<file path="src/rtl/click_sync_tx_pkg.sv">
// Shared types and parameter bounds for the
// sync-to-click transmitter.
package click_pkg;

  typedef logic phase_t;

  typedef enum logic [1:0] {
    IDLE,
    SETUP,
    WAIT_ACK
  } tx_state_t;

  localparam int CNT_W     = 4;
  localparam int SETUP_MIN = 1;
  localparam int SETUP_MAX = 15;
  localparam int SYNC_MIN  = 2;
  localparam int SYNC_MAX  = 4;

endpackage

</file>
<file path="src/rtl/click_sync_tx_if.sv">
// Producer handshake plus 2-phase click channel
// bundled into one interface.
interface click_sync_tx_if #(
  parameter int DATA_WIDTH = 32
);

  logic                  s_valid;
  logic                  s_ready;
  logic [DATA_WIDTH-1:0] s_data;
  logic                  out_req;
  logic [DATA_WIDTH-1:0] out_data;
  logic                  out_ack;
  logic                  busy;
  logic                  err;

  modport master (
    input  s_valid,
    input  s_data,
    input  out_ack,
    output s_ready,
    output out_req,
    output out_data,
    output busy,
    output err
  );

  modport slave (
    output s_valid,
    output s_data,
    output out_ack,
    input  s_ready,
    input  out_req,
    input  out_data,
    input  busy,
    input  err
  );

endinterface

</file>
<file path="src/rtl/click_sync_tx_phase_sync.sv">
// N-flop synchronizer for a 2-phase signal,
// async reset to a chosen phase.
module phase_sync
  import click_pkg::*;
#(
  parameter int     STAGES = 2,
  parameter phase_t INIT   = 1'b0
) (
  input  logic   clk,
  input  logic   reset,
  input  phase_t i_d,
  output phase_t o_q
);

  logic [STAGES-1:0] r_chain;

  // Shift the async phase through the chain.
  always_ff @(posedge clk or posedge reset) begin
    if (reset) begin
      r_chain <= {STAGES{INIT}};
    end else begin
      r_chain <= {r_chain[STAGES-2:0], i_d};
    end
  end

  assign o_q = r_chain[STAGES-1];

endmodule

</file>
<file path="src/rtl/click_sync_tx.sv">
// Clocked valid/ready to 2-phase bundled-data
// transmitter, one transaction outstanding.
module click_sync_tx
  import click_pkg::*;
#(
  parameter int     DATA_WIDTH     = 32,
  parameter phase_t PHASE_INIT_OUT = 1'b0,
  parameter int     SETUP_CYCLES   = 1,
  parameter int     SYNC_STAGES    = 2
) (
  input  logic           clk,
  input  logic           reset,
  click_sync_tx_if.master bus
);

  if (SETUP_CYCLES < SETUP_MIN ||
      SETUP_CYCLES > SETUP_MAX) begin : g_bad_setup
    $error("SETUP_CYCLES out of range");
  end
  if (SYNC_STAGES < SYNC_MIN ||
      SYNC_STAGES > SYNC_MAX) begin : g_bad_sync
    $error("SYNC_STAGES out of range");
  end

  localparam logic [CNT_W-1:0] CNT_INIT =
    CNT_W'(SETUP_CYCLES - 1);

  tx_state_t             r_state, w_next;
  logic [CNT_W-1:0]      r_cnt, w_cnt;
  logic                  r_ready, w_ready;
  phase_t                r_req, w_req;
  logic [DATA_WIDTH-1:0] r_data, w_data;
  logic                  r_err, w_err;
  phase_t                w_ack_s;

  phase_sync #(
    .STAGES (SYNC_STAGES),
    .INIT   (PHASE_INIT_OUT)
  ) u_ack_sync (
    .clk   (clk),
    .reset (reset),
    .i_d   (bus.out_ack),
    .o_q   (w_ack_s)
  );

  // State and output registers.
  always_ff @(posedge clk or posedge reset) begin
    if (reset) begin
      r_state <= IDLE;
      r_cnt   <= '0;
      r_ready <= 1'b1;
      r_req   <= PHASE_INIT_OUT;
      r_data  <= '0;
      r_err   <= 1'b0;
    end else begin
      r_state <= w_next;
      r_cnt   <= w_cnt;
      r_ready <= w_ready;
      r_req   <= w_req;
      r_data  <= w_data;
      r_err   <= w_err;
    end
  end

  // Next state; a phase mismatch outside
  // WAIT_ACK is a spurious ack and is only flagged.
  always_comb begin
    w_next  = r_state;
    w_cnt   = r_cnt;
    w_ready = r_ready;
    w_req   = r_req;
    w_data  = r_data;
    w_err   = r_err;
    unique case (r_state)
      IDLE: begin
        if (bus.s_valid && r_ready) begin
          w_data  = bus.s_data;
          w_cnt   = CNT_INIT;
          w_ready = 1'b0;
          w_next  = SETUP;
        end
      end
      SETUP: begin
        if (r_cnt == '0) begin
          w_req  = ~r_req;
          w_next = WAIT_ACK;
        end else begin
          w_cnt = r_cnt - 1'b1;
        end
      end
      WAIT_ACK: begin
        if (w_ack_s == r_req) begin
          w_next  = IDLE;
          w_ready = 1'b1;
        end
      end
      default: w_next = IDLE;
    endcase
    if (r_state != WAIT_ACK && w_ack_s != r_req) begin
      w_err = 1'b1;
    end
  end

  assign bus.s_ready  = r_ready;
  assign bus.out_req  = r_req;
  assign bus.out_data = r_data;
  assign bus.busy     = (r_state != IDLE);
  assign bus.err      = r_err;

endmodule

</file>
<file path="src/flat_wrapper.sv">
// flat-port wrapper written by rule: the top's interface ports become plain ports
module click_sync_tx_flat import click_pkg::*;
#(
  parameter int     DATA_WIDTH     = 32,
  parameter phase_t PHASE_INIT_OUT = 1'b0,
  parameter int     SETUP_CYCLES   = 1,
  parameter int     SYNC_STAGES    = 2
)
  (clk, reset, bus_s_valid, bus_s_data, bus_out_ack, bus_s_ready, bus_out_req, bus_out_data, bus_busy, bus_err);
  click_sync_tx_if #(.DATA_WIDTH(DATA_WIDTH)) bus_i ();
  input  logic clk;
  input  logic reset;
  input wire logic [$bits(bus_i.s_valid)-1:0] bus_s_valid;
  input wire logic [$bits(bus_i.s_data)-1:0] bus_s_data;
  input wire logic [$bits(bus_i.out_ack)-1:0] bus_out_ack;
  output wire logic [$bits(bus_i.s_ready)-1:0] bus_s_ready;
  output wire logic [$bits(bus_i.out_req)-1:0] bus_out_req;
  output wire logic [$bits(bus_i.out_data)-1:0] bus_out_data;
  output wire logic [$bits(bus_i.busy)-1:0] bus_busy;
  output wire logic [$bits(bus_i.err)-1:0] bus_err;
  assign bus_i.s_valid = bus_s_valid;
  assign bus_i.s_data = bus_s_data;
  assign bus_i.out_ack = bus_out_ack;
  assign bus_s_ready = bus_i.s_ready;
  assign bus_out_req = bus_i.out_req;
  assign bus_out_data = bus_i.out_data;
  assign bus_busy = bus_i.busy;
  assign bus_err = bus_i.err;
  click_sync_tx #(.DATA_WIDTH(DATA_WIDTH), .PHASE_INIT_OUT(PHASE_INIT_OUT), .SETUP_CYCLES(SETUP_CYCLES), .SYNC_STAGES(SYNC_STAGES)) u_core (.clk(clk), .reset(reset), .bus(bus_i));
endmodule
</file>
<file path="config.mk">
export PLATFORM = sky130hd
export DESIGN_NAME = click_sync_tx_flat
export DESIGN_NICKNAME = d
export VERILOG_FILES = /design/src/rtl/click_sync_tx_pkg.sv /design/src/rtl/click_sync_tx_if.sv /design/src/rtl/click_sync_tx_phase_sync.sv /design/src/rtl/click_sync_tx.sv /design/src/flat_wrapper.sv
export SDC_FILE = /design/constraint.sdc
export NUM_CORES = 1
export LEC_CHECK = 0
export CAP_MARGIN = 10
export CORE_UTILIZATION = 30
export CTS_BUF_LIST = sky130_fd_sc_hd__clkbuf_4 sky130_fd_sc_hd__clkbuf_8
export DETAILED_ROUTE_END_ITERATION = 6
export HOLD_SLACK_MARGIN = 0.12
export PLACE_DENSITY_LB_ADDON = 0.08
export SETUP_SLACK_MARGIN = 0.1
export SLEW_MARGIN = 20
export SYNTH_ARGS = -nofsm -noshare
export SYNTH_HDL_FRONTEND = slang
export SYNTH_HIERARCHICAL = 1
export SYNTH_SLANG_ARGS = --single-unit
</file>
<file path="constraint.sdc">
create_clock -name clk -period 2.6 [get_ports clk]
set_clock_uncertainty 0.1 [all_clocks]
set_input_delay 0.26 -clock clk [delete_from_list [all_inputs] [get_ports clk]]
set_output_delay 0.26 -clock clk [all_outputs]
set_load 0.005 [all_outputs]
</file>
# After elaboration in Yosys (flattened, before gate mapping)
# Index checks and enable logic that the tools add are counted.
# totals
regBits,43
ramBits,0
out_inout_bits,36
elab_cells,40
memories,0
latchBits,0
romBits,0
# classes
addsub,1
div_mod_pow,0
n_reduce_logical,12
n_eq_ne,9
multipliers,0
order_cmp,0
n_mux,10
bitwise,1
n_shift,0
# op_table
op,count
AND reduction 3 bit,3
2-to-1 mux 4 bit,2
one-hot mux 4 bit (2 select lines),1
2-to-1 mux 2 bit,3
"inequality test 2 x 1 -> 1 bit, second input constant",3
one-hot mux 2 bit (3 select lines),1
nonzero test 2 bit,3
zero test 4 bit,1
"inequality test 2 bit, second input constant",2
AND reduction 2 bit,2
"subtractor 4 x 1 -> 4 bit, second input constant",1
"equality test 2 x 1 -> 1 bit, second input constant",1
"equality test 2 bit, second input constant",1
logical AND 1 bit,2
zero test 2 bit,1
2-to-1 mux 1 bit,2
one-hot mux 1 bit (2 select lines),1
equality test 1 bit,1
inequality test 1 bit,1
NOT 1 bit,1

# Depth between registers and ports, before layout
# logic_depth
ltp_word,3
mapped_depth,5

# Hierarchy
# Netlist, hierarchy kept.
# modules_own_cells
mod,area_each_um2,n_inst,cells_per_inst,seq_area_each_um2
click_sync_tx,1684.1,1,116,1027.2
phase_sync,53.8,1,3,50.0

# Worst setup path before layout
# OpenSTA, ideal clock, no wires.
# synth_path
kind,reg-to-reg
startpoint,reg u_core.r_cnt[0]
endpoint,"reg u_core.r_req, in the netlist u_core/bus.out_req"
stages_incl_launch_ff,6
required_time_ns,2.376
path_slack_ns,0.995
setup_ns,0.124
arrival_ns,1.381
period_less_slack_ns,1.605
path_cell_list,dfrtp_1 -> inv_1 -> ha_1 -> nor3b_1 -> nand3b_1 -> xnor2_1
# synth_via
elab_chain_len,2
# synth_rtl
element,line_no,text
start: declaration,click_sync_tx.sv:29,"logic [CNT_W-1:0] r_cnt, w_cnt;"
start signal: assignment,click_sync_tx.sv:57,r_cnt <= w_cnt;
zero test 4 bit,click_sync_tx.sv:84,if (r_cnt == '0) begin
AND reduction 2 bit (no source line),n/a,
end signal: assignment,click_sync_tx.sv:59,r_req <= w_req;
end: declaration,click_sync_tx.sv:31,"phase_t r_req, w_req;"
# Every way passes these cells.
# A chain may end at the register's enable or synchronous reset.

# Final worst setup path
# Ends and elaborated chain as after synthesis.

==> run summary <==
The number of buffers created by CTS is 5, and the total die area is 6100 µm². The run gives 2.01 ns as the worst path arrival time. The fraction of synthesized cell area taken by the top area cell type is 0.605, and the net count after synthesis is 157. The initialized floorplan defines 27 standard-cell rows. Leaving out fill and tap cells, the most frequent cells in the layout are clkdlybuf4s50_1 (71), dfrtp_1 (42), mux2_2 (30), clkbuf_8 (5), inv_1 (5).

In this run, the number of DRC markers left after iteration 0 of detailed routing was 36. The worst setup path is captured at a flip-flop. The average routed wire per standard cell is 14.0 µm, and the logic depth of the worst register-to-register path is 5. Setup violations remaining at the end of the flow were counted as 0. A synthesized cell averages 14.6 µm². The vertical die dimension was 78.1 µm; the number of nets at the end of the flow was 233. The die extent in x was 78.1 µm; the time the worst path needs with I/O delays and setup was 1.93 ns.

Clock-pin slew was measured on the worst setup and hold paths at 0.07 ns. In this run the critical register-to-register path is launched from u_core/r_cnt[0]. Number of warnings reported in the yosys synthesis log: 6. The effective utilization at floorplan was 0.314. Sorting the synthesized cells by area gives the leading types as dfrtp_1 (60%), mux2_2 (19%), buf_6 (2.6%). The final-layout setup total negative slack is 0 ns, and the port buffer count is 71.

Entering global routing, the biggest net connects 34 pins. Dividing the detail-routed via count by the number of cells gives 4.47. The tools report the end of the critical path as u_core/bus.out_req. The setup path with the least slack is of type flip-flop to flip-flop.

In the final layout, the multi-input gates occupy 586 µm². The worst-case setup margin in the final layout was 0.668 ns; the number of antenna violations at the first check in global routing was 0. The wire-length estimate of the detail-placed layout is 2720 µm.

The tools report the type of origin of the critical path as a flip-flop. For this run, design rule violations remaining after detail routing come to 0. The logs give 0.67 ns for the register-to-register setup slack and 0.518 GHz for the highest achievable clock rate. The logs give 2.67 ns for the required arrival time at the worst endpoint and 2 for the deepest clock path buffer count. Clock latency on the worst-skew pair, taken at its later pin, is 0.28 ns. Synthesis instantiated 25 different standard cells from the library. The congestion estimate from routability-driven global placement came to 0.763. The utilization after layout came out at 0.471. Actual slew at the worst max-slew pin: 0.806 ns.

For this block, the via count after detailed routing is 1199. The final clock period utilization by the worst path works out to 0.743. The final count of hold timing violations is 0, and the core outline area is 5540 µm².

The filler cells instantiated in the layout total 513. Counting instances, the worst hold path has a depth of 0. The final wirelength came out at 3740 µm.

The tightest min-delay check is of the flip-flop to flip-flop type. The root cell of the clock tree was clkbuf_8. TritonCTS built the clock tree. The highest fanout seen on the critical path is 7, and the power per cell area is 446 nW/µm².

The count of inserted antenna diode cells came out at 0. The tools report the worst-case headroom to the max-slew limit as 0.461. Setup repair after global routing left no endpoint under its margin.

Across the whole layout, storage elements account for 1080 µm². Global routing met2 resource utilization: 0.229. The synthesized design contains 43 register bits. The first global-routing pass estimated 6250 µm of wire. The H-tree was split into 2 levels. The portion of the post-synthesis area used by sequential elements came out at 0.620. The most critical setup path has its startpoint at u_core/r_cnt[0]. The most utilized layer in the global route result was met2.

The flow ran to the end, and the final reports show no timing, DRC or antenna violations. The largest total area in the synthesized netlist belongs to dfrtp_1. Met1 demand-to-capacity share in global routing: 0.161. The number of global-route vias before repair was 1296. The commonest non-fill, non-tap cell in the layout was clkdlybuf4s50_1. The tools report the synthesized netlist cell count as 119. Global routing met3 resource utilization: 0.0384. The leakage power was 1.18 nW. Overall power consumption: 1.16 mW. The fraction of final layout cells with drive strength greater than 1 came out at 0.235. VDD sags by at most 0.200 mV. The run gives 0 as the total count of max-transition violations in the final report. The count of nets left with antenna violations once routing finished came out at 0. The mapped netlist covers 1740 µm². The clock net in this run drives a total of 43 sinks. For this run the aggregate overflow at the end of global routing stands at 0. Layout overhead on the synthesized area: 50.0%. The first TritonRoute pass finished after 2 iterations. OpenSTA, run right after detailed placement, puts the worst setup slack at 0.576 ns. 72 I/O pins were placed.

The number of gates resized after CTS was 0. The worst register-to-register path ends at u_core/bus.out_req. The run gives 0 as the total of max-cap violations. Global-route usage over all layers: 0.133.
==> kinds of logic after synthesis <==
logic type      share of synthesized area
flops                               0.620
mux                                 0.209
compound gates                     0.0461
buf+inv                            0.0432
simple gates                       0.0569
xor+xnor                           0.0101
fa+ha+maj                          0.0144
==> per-stage QoR <==
step	area [µm²]	hold slack, ns	instances
floorplan	1740	-0.0988	119
global placement	2510	0.240	259
detailed placement	2510	0.236	259
CTS	2610	0.268	268
global route	2610	0.282	268
finish	2610	0.269	268
==> routing by layer <==
| metal | share of wire | routed length [µm] | vias to the layer above |
|---|---|---|---|
| met5 | 0 | 0 | - |
| met4 | 0.011 | 42 | 0 |
| met3 | 0.067 | 251 | 6 |
| met2 | 0.48 | 1810 | 52 |
| met1 | 0.44 | 1640 | 578 |
| li1 | - | - | 563 |
==> area by class of cell <==
class | instances | area share
Timing Repair Buffer | 75 | 0.285
Inverter | 6 | 0.00864
Clock buffer | 7 | 0.0321
Clock inverter | 1 | 0.00192
Tap cell | 72 | 0.0345
Multi-Input combinational cell | 64 | 0.225
Sequential cell | 43 | 0.413
==> flip-flops by register name, summed over array words and instances, names as in the netlist <==
name and cells:
u_core/u_ack_sync/r_chain 2, u_core/bus.out_req 1, u_core/bus.err 1, u_core/r_state 2
u_core/bus.out_data 32, u_core/bus.s_ready 1, u_core/r_cnt 4
==> how the worst min path moves through the flow <==
| stage | startpoint | endpoint | slack (ns) |
|---|---|---|---|
| global placement | u_core/u_ack_sync/r_chain[0] | u_core/u_ack_sync/r_chain[1] | 0.24 |
| finish | u_core/u_ack_sync/r_chain[0] | u_core/u_ack_sync/r_chain[1] | 0.27 |
| detailed placement | u_core/u_ack_sync/r_chain[0] | u_core/u_ack_sync/r_chain[1] | 0.24 |
| global route | u_core/u_ack_sync/r_chain[0] | u_core/u_ack_sync/r_chain[1] | 0.28 |
| floorplan | reset | u_core/u_ack_sync/r_chain[0] | -0.1 |
| CTS | u_core/u_ack_sync/r_chain[0] | u_core/u_ack_sync/r_chain[1] | 0.27 |
==> critical path, cell delays in order, from the launching register on <==
cell,delay (ns)
dfrtp_1,0.42
inv_1,0.09
ha_1,0.16
nor3b_1,0.67
nand3b_1,0.21
xnor2_1,0.17
==> where the power goes <==
group | switching [mW] | internal, mW
Clock | 0.212 | 0.209
Combinational | 0.0219 | 0.0501
Sequential | 0.000599 | 0.670
Total | 0.234 | 0.929
==> synthesized netlist by cell type (all sizes together) <==
cell and n:
a211oi 2, a21oi 4, and4bb 1, buf 4
clkbuf 2, dfrtp 42, dfstp 1, ha 2
inv 6, mux2 32, nand2 1, nand2b 2
nand3 2, nand3b 3, nor2 1, nor3b 1
o21ai 4, o311ai 2, o31ai 1, or2 2
or3 1, or4 1, xnor2 2
==> timing repair <==
action                                 4_1_cts  5_1_grt
hold buffers                                 1        0
endpoints found under the hold margin        2        0
setup buffers                                0        0
No activity file was read; power rests on OpenSTA's default activity.
